[config.mk]
export PLATFORM = sky130hd
export DESIGN_NAME = wb_stage_flat
export DESIGN_NICKNAME = d
export VERILOG_FILES = /design/src/rtl/cpu_pkg.sv /design/src/rtl/wb_stage_if.sv /design/src/rtl/wb_stage_load_extract.sv /design/src/rtl/wb_stage.sv /design/src/flat_wrapper.sv
export SDC_FILE = /design/constraint.sdc
export NUM_CORES = 1
export LEC_CHECK = 0
export ABC_AREA = 1
export CAP_MARGIN = 20
export CORE_MARGIN = 5
export CORE_UTILIZATION = 51
export DETAILED_ROUTE_END_ITERATION = 6
export PLACE_DENSITY = 0.9
export SYNTH_ARGS = -nofsm -noshare
export SYNTH_HDL_FRONTEND = slang
export SYNTH_SLANG_ARGS = --single-unit
[constraint.sdc]
create_clock -name clk -period 6.8 [get_ports clk]
set_input_delay 1.36 -clock clk [delete_from_list [all_inputs] [get_ports clk]]
set_output_delay 1.36 -clock clk [all_outputs]
set_load 0.005 [all_outputs]
[src/rtl/cpu_pkg.sv]
// rtl/cpu_pkg.sv - shared write-back select and load-type encodings
package cpu_pkg;

    typedef enum logic [1:0] {
        WB_ALU  = 2'd0,
        WB_LOAD = 2'd1,
        WB_PC4  = 2'd2
    } wb_sel_e;

    typedef enum logic [2:0] {
        LD_W  = 3'd0,
        LD_H  = 3'd1,
        LD_HU = 3'd2,
        LD_B  = 3'd3,
        LD_BU = 3'd4
    } ld_type_e;

    // Everything the WB stage keeps about one instruction
    typedef struct packed {
        logic        reg_write;
        logic [4:0]  rd;
        logic [1:0]  wb_sel;
        logic [2:0]  ld_type;
        logic [1:0]  addr_lo;
        logic [31:0] alu;
        logic [31:0] rdata;
        logic [31:0] pc4;
    } wb_regs_t;

endpackage

[src/rtl/wb_stage_if.sv]
// rtl/wb_stage_if.sv - MEM-to-WB bundle and register file write port
interface wb_stage_if;
    logic        stall;
    logic        flush;
    logic        mem_valid;
    logic        mem_reg_write;
    logic [4:0]  mem_rd;
    logic [1:0]  mem_wb_sel;
    logic [2:0]  mem_ld_type;
    logic [1:0]  mem_addr_lo;
    logic [31:0] mem_alu;
    logic [31:0] mem_rdata;
    logic [31:0] mem_pc4;
    logic [4:0]  Wt_addr;
    logic [31:0] wt_data;
    logic        L_S;
    logic        wb_valid;
    logic        wb_misalign;
    logic [31:0] instret;

    modport master (
        output stall, flush, mem_valid, mem_reg_write, mem_rd, mem_wb_sel,
               mem_ld_type, mem_addr_lo, mem_alu, mem_rdata, mem_pc4,
        input  Wt_addr, wt_data, L_S, wb_valid, wb_misalign, instret
    );

    modport slave (
        input  stall, flush, mem_valid, mem_reg_write, mem_rd, mem_wb_sel,
               mem_ld_type, mem_addr_lo, mem_alu, mem_rdata, mem_pc4,
        output Wt_addr, wt_data, L_S, wb_valid, wb_misalign, instret
    );
endinterface

[src/rtl/wb_stage_load_extract.sv]
// rtl/wb_stage_load_extract.sv - combinational load lane select, extension and alignment check
module load_extract
    import cpu_pkg::*;
(
    input  logic [31:0] rdata,
    input  logic [1:0]  addr_lo,
    input  logic [2:0]  ld_type,
    output logic [31:0] data,
    output logic        misalign
);

    logic [15:0] half_sel;
    logic [7:0]  b_sel;

    always_comb begin
        half_sel = addr_lo[1] ? rdata[31:16] : rdata[15:0];
        case (addr_lo)
            2'd0:    b_sel = rdata[7:0];
            2'd1:    b_sel = rdata[15:8];
            2'd2:    b_sel = rdata[23:16];
            default: b_sel = rdata[31:24];
        endcase
    end

    // Unknown load types fall back to a full word access
    always_comb begin
        data     = rdata;
        misalign = 1'b0;
        case (ld_type)
            LD_H: begin
                data     = {{16{half_sel[15]}}, half_sel};
                misalign = addr_lo[0];
            end
            LD_HU: begin
                data     = {16'h0000, half_sel};
                misalign = addr_lo[0];
            end
            LD_B:    data = {{24{b_sel[7]}}, b_sel};
            LD_BU:   data = {24'h00_0000, b_sel};
            default: misalign = (addr_lo != 2'd0);
        endcase
    end

endmodule

[src/rtl/wb_stage.sv]
// rtl/wb_stage.sv - MEM/WB pipeline register, write-back mux and retire counter
module wb_stage
    import cpu_pkg::*;
#(
    parameter logic [31:0] RESET_PC4 = 32'h0000_0000
) (
    input  logic       clk,
    input  logic       rst,
    wb_stage_if.slave  bus
);

    wb_regs_t    wb_q;
    logic        valid_q;
    logic        fresh_q;
    logic [31:0] cnt_q;

    logic [31:0] ld_data;
    logic        ld_misalign;
    logic        misaligned;
    logic        write_en;
    logic        retire;
    logic [31:0] src_data;

    load_extract u_load_extract (
        .rdata    (wb_q.rdata),
        .addr_lo  (wb_q.addr_lo),
        .ld_type  (wb_q.ld_type),
        .data     (ld_data),
        .misalign (ld_misalign)
    );

    always_ff @(posedge clk or posedge rst) begin
        if (rst) begin
            valid_q     <= 1'b0;
            fresh_q     <= 1'b0;
            cnt_q       <= 32'h0;
            wb_q        <= '0;
            wb_q.pc4    <= RESET_PC4;
        end else begin
            cnt_q <= cnt_q + {31'h0, retire};
            if (bus.flush) begin
                valid_q <= 1'b0;
                fresh_q <= 1'b0;
            end else if (bus.stall) begin
                fresh_q <= 1'b0;
            end else begin
                valid_q           <= bus.mem_valid;
                fresh_q           <= bus.mem_valid;
                wb_q.reg_write    <= bus.mem_reg_write;
                wb_q.rd           <= bus.mem_rd;
                wb_q.wb_sel       <= bus.mem_wb_sel;
                wb_q.ld_type      <= bus.mem_ld_type;
                wb_q.addr_lo      <= bus.mem_addr_lo;
                wb_q.alu          <= bus.mem_alu;
                wb_q.rdata        <= bus.mem_rdata;
                wb_q.pc4          <= bus.mem_pc4;
            end
        end
    end

    always_comb begin
        misaligned = valid_q && (wb_q.wb_sel == WB_LOAD) && ld_misalign;
        write_en   = valid_q && wb_q.reg_write && (wb_q.rd != 5'd0) && !misaligned;
        retire     = valid_q && fresh_q && !misaligned;
        case (wb_q.wb_sel)
            WB_ALU:  src_data = wb_q.alu;
            WB_LOAD: src_data = ld_data;
            WB_PC4:  src_data = wb_q.pc4;
            default: src_data = 32'h0;
        endcase
    end

    // The counter output already includes the instruction retiring this cycle
    assign bus.Wt_addr     = wb_q.rd;
    assign bus.wt_data     = write_en ? src_data : 32'h0;
    assign bus.L_S         = write_en;
    assign bus.wb_valid    = valid_q;
    assign bus.wb_misalign = valid_q && fresh_q && misaligned;
    assign bus.instret     = cnt_q + {31'h0, retire};

endmodule

[src/flat_wrapper.sv]
// flat-port wrapper written by rule: the top's interface ports become plain ports
module wb_stage_flat import cpu_pkg::*;
#(
    parameter logic [31:0] RESET_PC4 = 32'h0000_0000
)
  (clk, rst, bus_stall, bus_flush, bus_mem_valid, bus_mem_reg_write, bus_mem_rd, bus_mem_wb_sel, bus_mem_ld_type, bus_mem_addr_lo, bus_mem_alu, bus_mem_rdata, bus_mem_pc4, bus_Wt_addr, bus_wt_data, bus_L_S, bus_wb_valid, bus_wb_misalign, bus_instret);
  wb_stage_if bus_i ();
  input  logic clk;
  input  logic rst;
  input wire logic [$bits(bus_i.stall)-1:0] bus_stall;
  input wire logic [$bits(bus_i.flush)-1:0] bus_flush;
  input wire logic [$bits(bus_i.mem_valid)-1:0] bus_mem_valid;
  input wire logic [$bits(bus_i.mem_reg_write)-1:0] bus_mem_reg_write;
  input wire logic [$bits(bus_i.mem_rd)-1:0] bus_mem_rd;
  input wire logic [$bits(bus_i.mem_wb_sel)-1:0] bus_mem_wb_sel;
  input wire logic [$bits(bus_i.mem_ld_type)-1:0] bus_mem_ld_type;
  input wire logic [$bits(bus_i.mem_addr_lo)-1:0] bus_mem_addr_lo;
  input wire logic [$bits(bus_i.mem_alu)-1:0] bus_mem_alu;
  input wire logic [$bits(bus_i.mem_rdata)-1:0] bus_mem_rdata;
  input wire logic [$bits(bus_i.mem_pc4)-1:0] bus_mem_pc4;
  output wire logic [$bits(bus_i.Wt_addr)-1:0] bus_Wt_addr;
  output wire logic [$bits(bus_i.wt_data)-1:0] bus_wt_data;
  output wire logic [$bits(bus_i.L_S)-1:0] bus_L_S;
  output wire logic [$bits(bus_i.wb_valid)-1:0] bus_wb_valid;
  output wire logic [$bits(bus_i.wb_misalign)-1:0] bus_wb_misalign;
  output wire logic [$bits(bus_i.instret)-1:0] bus_instret;
  assign bus_i.stall = bus_stall;
  assign bus_i.flush = bus_flush;
  assign bus_i.mem_valid = bus_mem_valid;
  assign bus_i.mem_reg_write = bus_mem_reg_write;
  assign bus_i.mem_rd = bus_mem_rd;
  assign bus_i.mem_wb_sel = bus_mem_wb_sel;
  assign bus_i.mem_ld_type = bus_mem_ld_type;
  assign bus_i.mem_addr_lo = bus_mem_addr_lo;
  assign bus_i.mem_alu = bus_mem_alu;
  assign bus_i.mem_rdata = bus_mem_rdata;
  assign bus_i.mem_pc4 = bus_mem_pc4;
  assign bus_Wt_addr = bus_i.Wt_addr;
  assign bus_wt_data = bus_i.wt_data;
  assign bus_L_S = bus_i.L_S;
  assign bus_wb_valid = bus_i.wb_valid;
  assign bus_wb_misalign = bus_i.wb_misalign;
  assign bus_instret = bus_i.instret;
  wb_stage #(.RESET_PC4(RESET_PC4)) u_core (.clk(clk), .rst(rst), .bus(bus_i));
endmodule
==> run summary, run 1 <==
Post-CTS Setup Inserts: 0
layout cells sized above 1: 8.816%
leading area contributor after synthesis: dfrtp_1
CTS tree: built
wl on met1: 9275 um
Longest Clk Path Bufs: 2
post-synthesis mux area share: 0%
initial DRC count: 577
Slew Viols, Final: 0
post-synthesis xor/xnor area fraction: 2.905%
Resize count post-CTS: 0
cell area after synthesis: 7839 um^2
hold buffer count at CTS: 0
critical path's top delay family: simple AND/OR/NAND/NOR gates
CP Max Fanout: 11
part of the cycle the worst path needs: 76.86%
Period minus WS final: 5.227 ns
Peak Freq: 191.3 MHz
Site Rows: 45
Critical-path top delay cell: clkdlybuf4s50_1
routed length per instance: 16.17 um
Initial Util: 51.76%
clock root buffer: clkbuf_16
Post-Synth Simple-Gate Area: 22.30%
unrepaired setup endpoints after global routing: no
crit path launch type: flip-flop
Arr. time, crit path: 3.87 ns
adder-cell share of the synthesized area: 0.3192%
Unique masters post-synth: 34
Synth Area in Compound Gates: 16.47%
Met3 Wirelength: 1591 um
htree depth: 4
leak pwr: 0.004626 uW
Final Wtd Congestion: 0.9094
Hold Crit Class: flip-flop to flip-flop
vias post-DR: 7183
Num CTS Buffers: 17
final-report hold violation count: 0
grt total ovfl: 0
Die Y: 134.0 um
placeable core area: 15150 um^2
most frequent cells in the layout: nand2_1 (288), clkdlybuf4s50_1 (185), inv_1 (164)
Critical Path Sink Type: primary output
ranking of synthesized cells by area: dfrtp_1 (46%), nand2_1 (14%), inv_1 (7.9%)
critical path, cell by cell: inv_1 -> nand3_1 -> nand2_2 -> inv_1 -> nand2_4 -> o21ai_2 -> a21oi_1 -> ha_1 -> ha_1 -> nand3_1 -> nor2_2 -> nand3_2 -> nor2_1 -> nand2_1 -> xor2_1 -> clkdlybuf4s50_1
Setup TNS: 0 ns
status: finished clean
number of diodes: 0
worst IR drop on VDD: 195.5 uV
sequential area share after synthesis: 45.65%
number of global-route vias before repair: 7065
Die Wd: 134.0 um
Pwr Density: 246.8 nW/um^2
Least-Margin Pin Slew: 0.9006 ns
Synth top area share: 45.65%
largest family of logic cells by synthesized area: simple AND/OR/NAND/NOR gates
CP required: 5.44 ns
max-capacitance violation count: 0
Post-layout nets: 1294
Total GRT Usage: 25.28%
met2 routed WL: 10970 um
Hold Slack: 0.4714 ns
vias per std cell: 5.209
Initial DRT Pass Iterations: 5
Port Buffers: 185
largest net degree at the start of global routing: 105
YS warnings: 0
clock sink total: 143
critical path class: flip-flop to primary output
io pins: 186
Mapped Cells: 1018
synth-to-layout area growth: 32.24%
Routed Antenna Nets: 0
Synth Register Bits: 143
Worst slew margin: 39.96%
Worst Clk Skew: 0.008831 ns
initial antenna violation count: 0
CP max stage delay: 0.55 ns
Final setup viols: 0
Post-Synthesis Mean Instance Area: 7.700 um^2
uppermost routed layer: met4
final WL: 22300 um
DRC: 0
first-pass GRT wire length: 35760 um
Post-Syn Nets: 1134
commonest non-fill, non-tap cell in the layout: nand2_1
CP bufs+invs: 3
die area: 17950 um^2
Clock transition at path regs: 0.07 ns
HPWL after DPL: 16040 um
Worst-Skew Late Latency: 0.43 ns
## final cells by class
cell class                      instances  area [um^2]
Timing Repair Buffer                  192         1964
Inverter                              170        645.6
Tap cell                              188        235.2
Multi-Input combinational cell        654         3299
Clock inverter                         15        217.7
Clock buffer                           17        425.4
Fill cell                            1201         4780
Sequential cell                       143         3578
## sequential cells by signal, indices dropped and copies added, names as in the netlist
signal,cells
u_core.cnt_q,32
u_core.wb_q,104
u_core.bus.Wt_addr,5
u_core.fresh_q,1
u_core.bus.wb_valid,1
## metal layers
metal | global-route usage [%] | up-vias
met3 | 6.377 | 40
li1 | - | 3516
met2 | 42.59 | 283
met1 | 32.19 | 3344
met4 | 7.771 | 0
met5 | 0 | -
## path summary, 6_finish.rpt
check / start / end / slack [ns] / depth (start not counted)
setup reg to reg: u_core.wb_q[98]$_DFFE_PP0P_ / u_core.cnt_q[22]$_DFF_PP0_ / 3.82 / 15
min in group asynchronous: rst / u_core.wb_q[67]$_DFFE_PP0P_ / 1.50 / 2
hold reg to reg: u_core.cnt_q[31]$_DFF_PP0_ / u_core.cnt_q[31]$_DFF_PP0_ / 0.47 / 1
max in group asynchronous: rst / u_core.wb_q[36]$_DFFE_PP0P_ / 4.12 / 3
hold / removal: u_core.cnt_q[31]$_DFF_PP0_ / u_core.cnt_q[31]$_DFF_PP0_ / 0.47 / 1
setup / recovery: u_core.wb_q[98]$_DFFE_PP0P_ / bus_instret[22] / 1.57 / 16
## cells in the mapped netlist (all sizes together)
master	instances
nand2	295
inv	170
dfrtp	143
o21ai	116
a21oi	72
nor2	49
nand3	41
o22ai	32
buf	31
clkbuf	20
xor2	19
nor3	15
xnor2	7
nand4	4
ha	2
nand3b	2
## through the flow
stage	std cells	setup WS, ns	power, uW	area, um^2	util (%)
global placement	1344	2.156	1519	9641	63.65
floorplan	1018	1.602	1359	7839	-
finish	1379	1.573	2558	10370	68.44
global route	1379	1.209	2672	10370	68.44
CTS	1378	1.548	2558	10340	68.26
detailed placement	1346	2.039	1545	9696	64.01
## power breakdown
group          switching (uW)  leakage [uW]  total (uW)  internal, uW
sequential               46.4       0.00181         987           940
clock                     418      0.000308        1010           597
combinational             339       0.00251         557           218
total                     803       0.00463        2560          1760
## worst register-to-register path, delay by kind of cell, from the launching register on
family,cells,cell delay [ns]
xor+xnor,1,0.19
flops,1,0.43
buf+inv,2,0.26
compound gates,2,0.27
simple gates,8,1.27
fa+ha+maj,2,0.44
## cells by family (layout without fill, tap and decap cells)
group                    Yosys count  count (layout)
AO/OA/AOI/OAI                    220             220
XOR/XNOR                          26              26
flip-flops                       143             143
adder cells (fa/ha/maj)            2               2
AND/OR/NAND/NOR                  406             406
buffers and inverters            221             394
No activity file was read; power rests on OpenSTA's default activity.
==> run 2, diff against run 1 <==
clock period = 5.2 ns   (was 6.8 ns; I/O delays follow)
==> run 2 against run 1 <==
Cell count barely moved. Die area did not move. Largest power group is now registers. Largest cell class unchanged. Final area fell by 0.89%. Via count rose by 1.2%. Core utilization fell by 0.61 points.
==> run summary, run 2 (synthesized netlist as in run 1, its figures left out) <==
number of global-route vias before repair: 6984 (was 7065)
Num CTS Buffers: 17 (unchanged)
Final setup viols: 0 (unchanged)
Clock power frac: 38.2% (was 39.7%)
WHS Endpoint: u_core.cnt_q[31]$_DFF_PP0_ (unchanged)
critical path class: flip-flop to primary output (unchanged)
Worst-Skew Late Latency: 0.42 ns (was 0.43 ns)
Period minus WS final: 4.818 ns
commonest non-fill, non-tap cell in the layout: nand2_1 (unchanged)
initial DRC count: 618 (was 577)
die area: 17950 um^2 (unchanged)
Setup TNS: 0 ns (unchanged)
Pwr Density: 315.7 nW/um^2 (was 246.8 nW/um^2)
number of diodes: 0 (unchanged)
Peak Freq: 207.5 MHz
Worst Clk Skew: 0.006181 ns (was 0.008831 ns)
Final Wtd Congestion: 0.9093 (was 0.9094)
fillers: 1117 (was 1201)
sw frac: 31.44% (was 31.38%)
Clock transition at path regs: 0.06 ns (was 0.07 ns)
layout cells sized above 1: 8.739% (was 8.816%)
Site Rows: 45 (unchanged)
placement-stage worst setup slack: 0.7386 ns (was 2.039 ns)
Worst slew margin: 50.76% (was 39.96%)
synth-to-layout area growth: 31.06% (was 32.24%)
largest net degree at the start of global routing: 194 (was 105)
Total GRT Usage: 24.68% (was 25.28%)
placeable core area: 15150 um^2 (unchanged)
final WL: 21780 um (was 22300 um)
Post-CTS Setup Inserts: 0 (unchanged)
sequential share of power: 39.8% (was 38.6%)
leak pwr: 0.004583 uW (was 0.004626 uW)
DRC: 0 (unchanged)
Post-layout nets: 1294 (unchanged)
Least-Margin Pin Slew: 0.7386 ns (was 0.9006 ns)
vias per std cell: 5.276 (was 5.209)
Routed Antenna Nets: 0 (unchanged)
status: finished clean (unchanged)
htree depth: 4 (unchanged)
routed length per instance: 15.80 um (was 16.17 um)
CP required: 4.16 ns (was 5.44 ns)
hold_sp: u_core.cnt_q[31]$_DFF_PP0_ (unchanged)
io pins: 186 (unchanged)
first-pass GRT wire length: 35070 um (was 35760 um)
part of the cycle the worst path needs: 92.66%
Placed Cells: 1347 (was 1346)
clock sink total: 143 (unchanged)
final-report hold violation count: 0 (unchanged)
post-route worst setup slack: 0.3818 ns (was 1.573 ns)
combinational share of power: 21.9% (was 21.8%)
FF-to-FF setup slack: 2.30 ns (was 3.82 ns)
Int Pwr: 2224 uW (was 1756 uW)
CP Max Fanout: 11 (unchanged)
worst IR drop on VDD: 291.4 uV (was 195.5 uV)
switching power: 1020 uW (was 802.9 uW)
Post-Layout Cell Count: 1378 (was 1379)
Hold Crit Class: flip-flop to flip-flop (unchanged)
Longest Clk Path Bufs: 2 (unchanged)
most frequent cells in the layout: nand2_1 (288), clkdlybuf4s50_1 (185), inv_1 (164) (unchanged)
Port Buffers: 185 (unchanged)
worst hold stages: 1 (unchanged)
unrepaired setup endpoints after global routing: no (unchanged)
register bank with the most flops: u_core.wb_q (unchanged)
crit path launch type: flip-flop (unchanged)
initial antenna violation count: 0 (unchanged)
R2R cell count: 14 (was 15)
Die Y: 134.0 um (unchanged)
Initial DRT Pass Iterations: 7 (was 5)
worst r2r src: u_core.wb_q[99]$_DFFE_PP0P_ (was u_core.wb_q[98]$_DFFE_PP0P_)
max-capacitance violation count: 0 (unchanged)
CTS tree: built (unchanged)
Die Wd: 134.0 um (unchanged)
vias post-DR: 7270 (was 7183)
r2r endpoint: u_core.cnt_q[24]$_DFF_PP0_ (was u_core.cnt_q[22]$_DFF_PP0_)
Arr. time, crit path: 3.78 ns (was 3.87 ns)
Initial Util: 51.76% (unchanged)
Critical Path Sink Type: primary output (unchanged)
grt total ovfl: 0 (unchanged)
max FFs per register: 104 (unchanged)
Hold Slack: 0.4823 ns (was 0.4714 ns)
Slew Viols, Final: 0 (unchanged)
clock root buffer: clkbuf_16 (unchanged)
HPWL after DPL: 15520 um (was 16040 um)
run 2: cell count changes in the layout (fill, tap and decap cells not counted), moves of 2 or more:
cell,previous run,this run
clkinv_8,2,0
inv_8,4,2
buf_4,4,6
buf_16,3,0
clkinv_4,0,2
inv_6,5,7
run 2: metrics by stage:
stage | power [uW] | area [um^2] | util (%)
after global placement | 1988 | 9676 | 63.88
after detailed placement | 2009 | 9676 | 63.88
after floorplan | 1777 | 7839 | -
final | 3244 | 10270 | 67.83
after CTS | 3250 | 10270 | 67.80
after global routing | 3398 | 10270 | 67.83
run 2: worst max-delay path: stages, from the launching register on:
cell and delay (ns):
dfrtp_1 0.42, inv_1 0.10, nand3_2 0.14, nand2_4 0.18, inv_1 0.11, nand2_4 0.13
o21ai_2 0.10, a21oi_1 0.14, ha_1 0.23, ha_1 0.21, nand3_1 0.14, nor2_2 0.25
nand3_2 0.17, nor3_1 0.23, xor2_1 0.24, clkdlybuf4s50_1 0.55
run 2: repair_timing:
item	4_1_cts	5_1_grt
endpoints found under the setup margin	0	3
resized for setup	0	1
hold buffers	0	0
run 2: how the worst max path moves through the flow:
stage,from,endpoint,slack (ns),cells after the start
CTS,u_core.wb_q[99]$_DFFE_PP0P_,bus_instret[24],0.26,15
finish,u_core.wb_q[99]$_DFFE_PP0P_,bus_instret[24],0.38,15
global route,u_core.wb_q[98]$_DFFE_PP0P_,bus_instret[22],0.004,16
floorplan,rst,u_core.bus.Wt_addr[0]$_DFFE_PP0P_,0.32,1
detailed placement,u_core.wb_q[99]$_DFFE_PP0P_,bus_instret[26],0.74,15
global placement,u_core.wb_q[98]$_DFFE_PP0P_,bus_instret[22],0.93,16
run 2: per-layer routing:
layer  part of all wire [%]  vias to the layer above  track usage (%)
li1                       -                     3516                -
met1                     40                     3377            31.43
met2                     48                      319            40.20
met3                    8.6                       58            6.639
met4                    3.5                        0            9.771
met5                      0                        -                0
run 2: cell type report:
| class | count | area [um^2] | area share (%) |
|---|---|---|---|
| Clock buffer | 17 | 425.4 | 4.141 |
| Clock inverter | 14 | 167.7 | 1.632 |
| Inverter | 170 | 645.6 | 6.284 |
| Multi-Input combinational cell | 654 | 3304 | 32.16 |
| Sequential cell | 143 | 3578 | 34.83 |
| Tap cell | 188 | 235.2 | 2.290 |
| Timing Repair Buffer | 192 | 1917 | 18.66 |
run 2: power groups by stage:
stage,sequential [uW],clock [uW],combinational (uW)
6_report,1290,1240,711
5_1_grt,1300,1300,793
4_1_cts,1290,1250,709
3_5_place_dp,1310,0,700
3_3_place_gp,1300,0,685
2_1_floorplan,1290,0,489
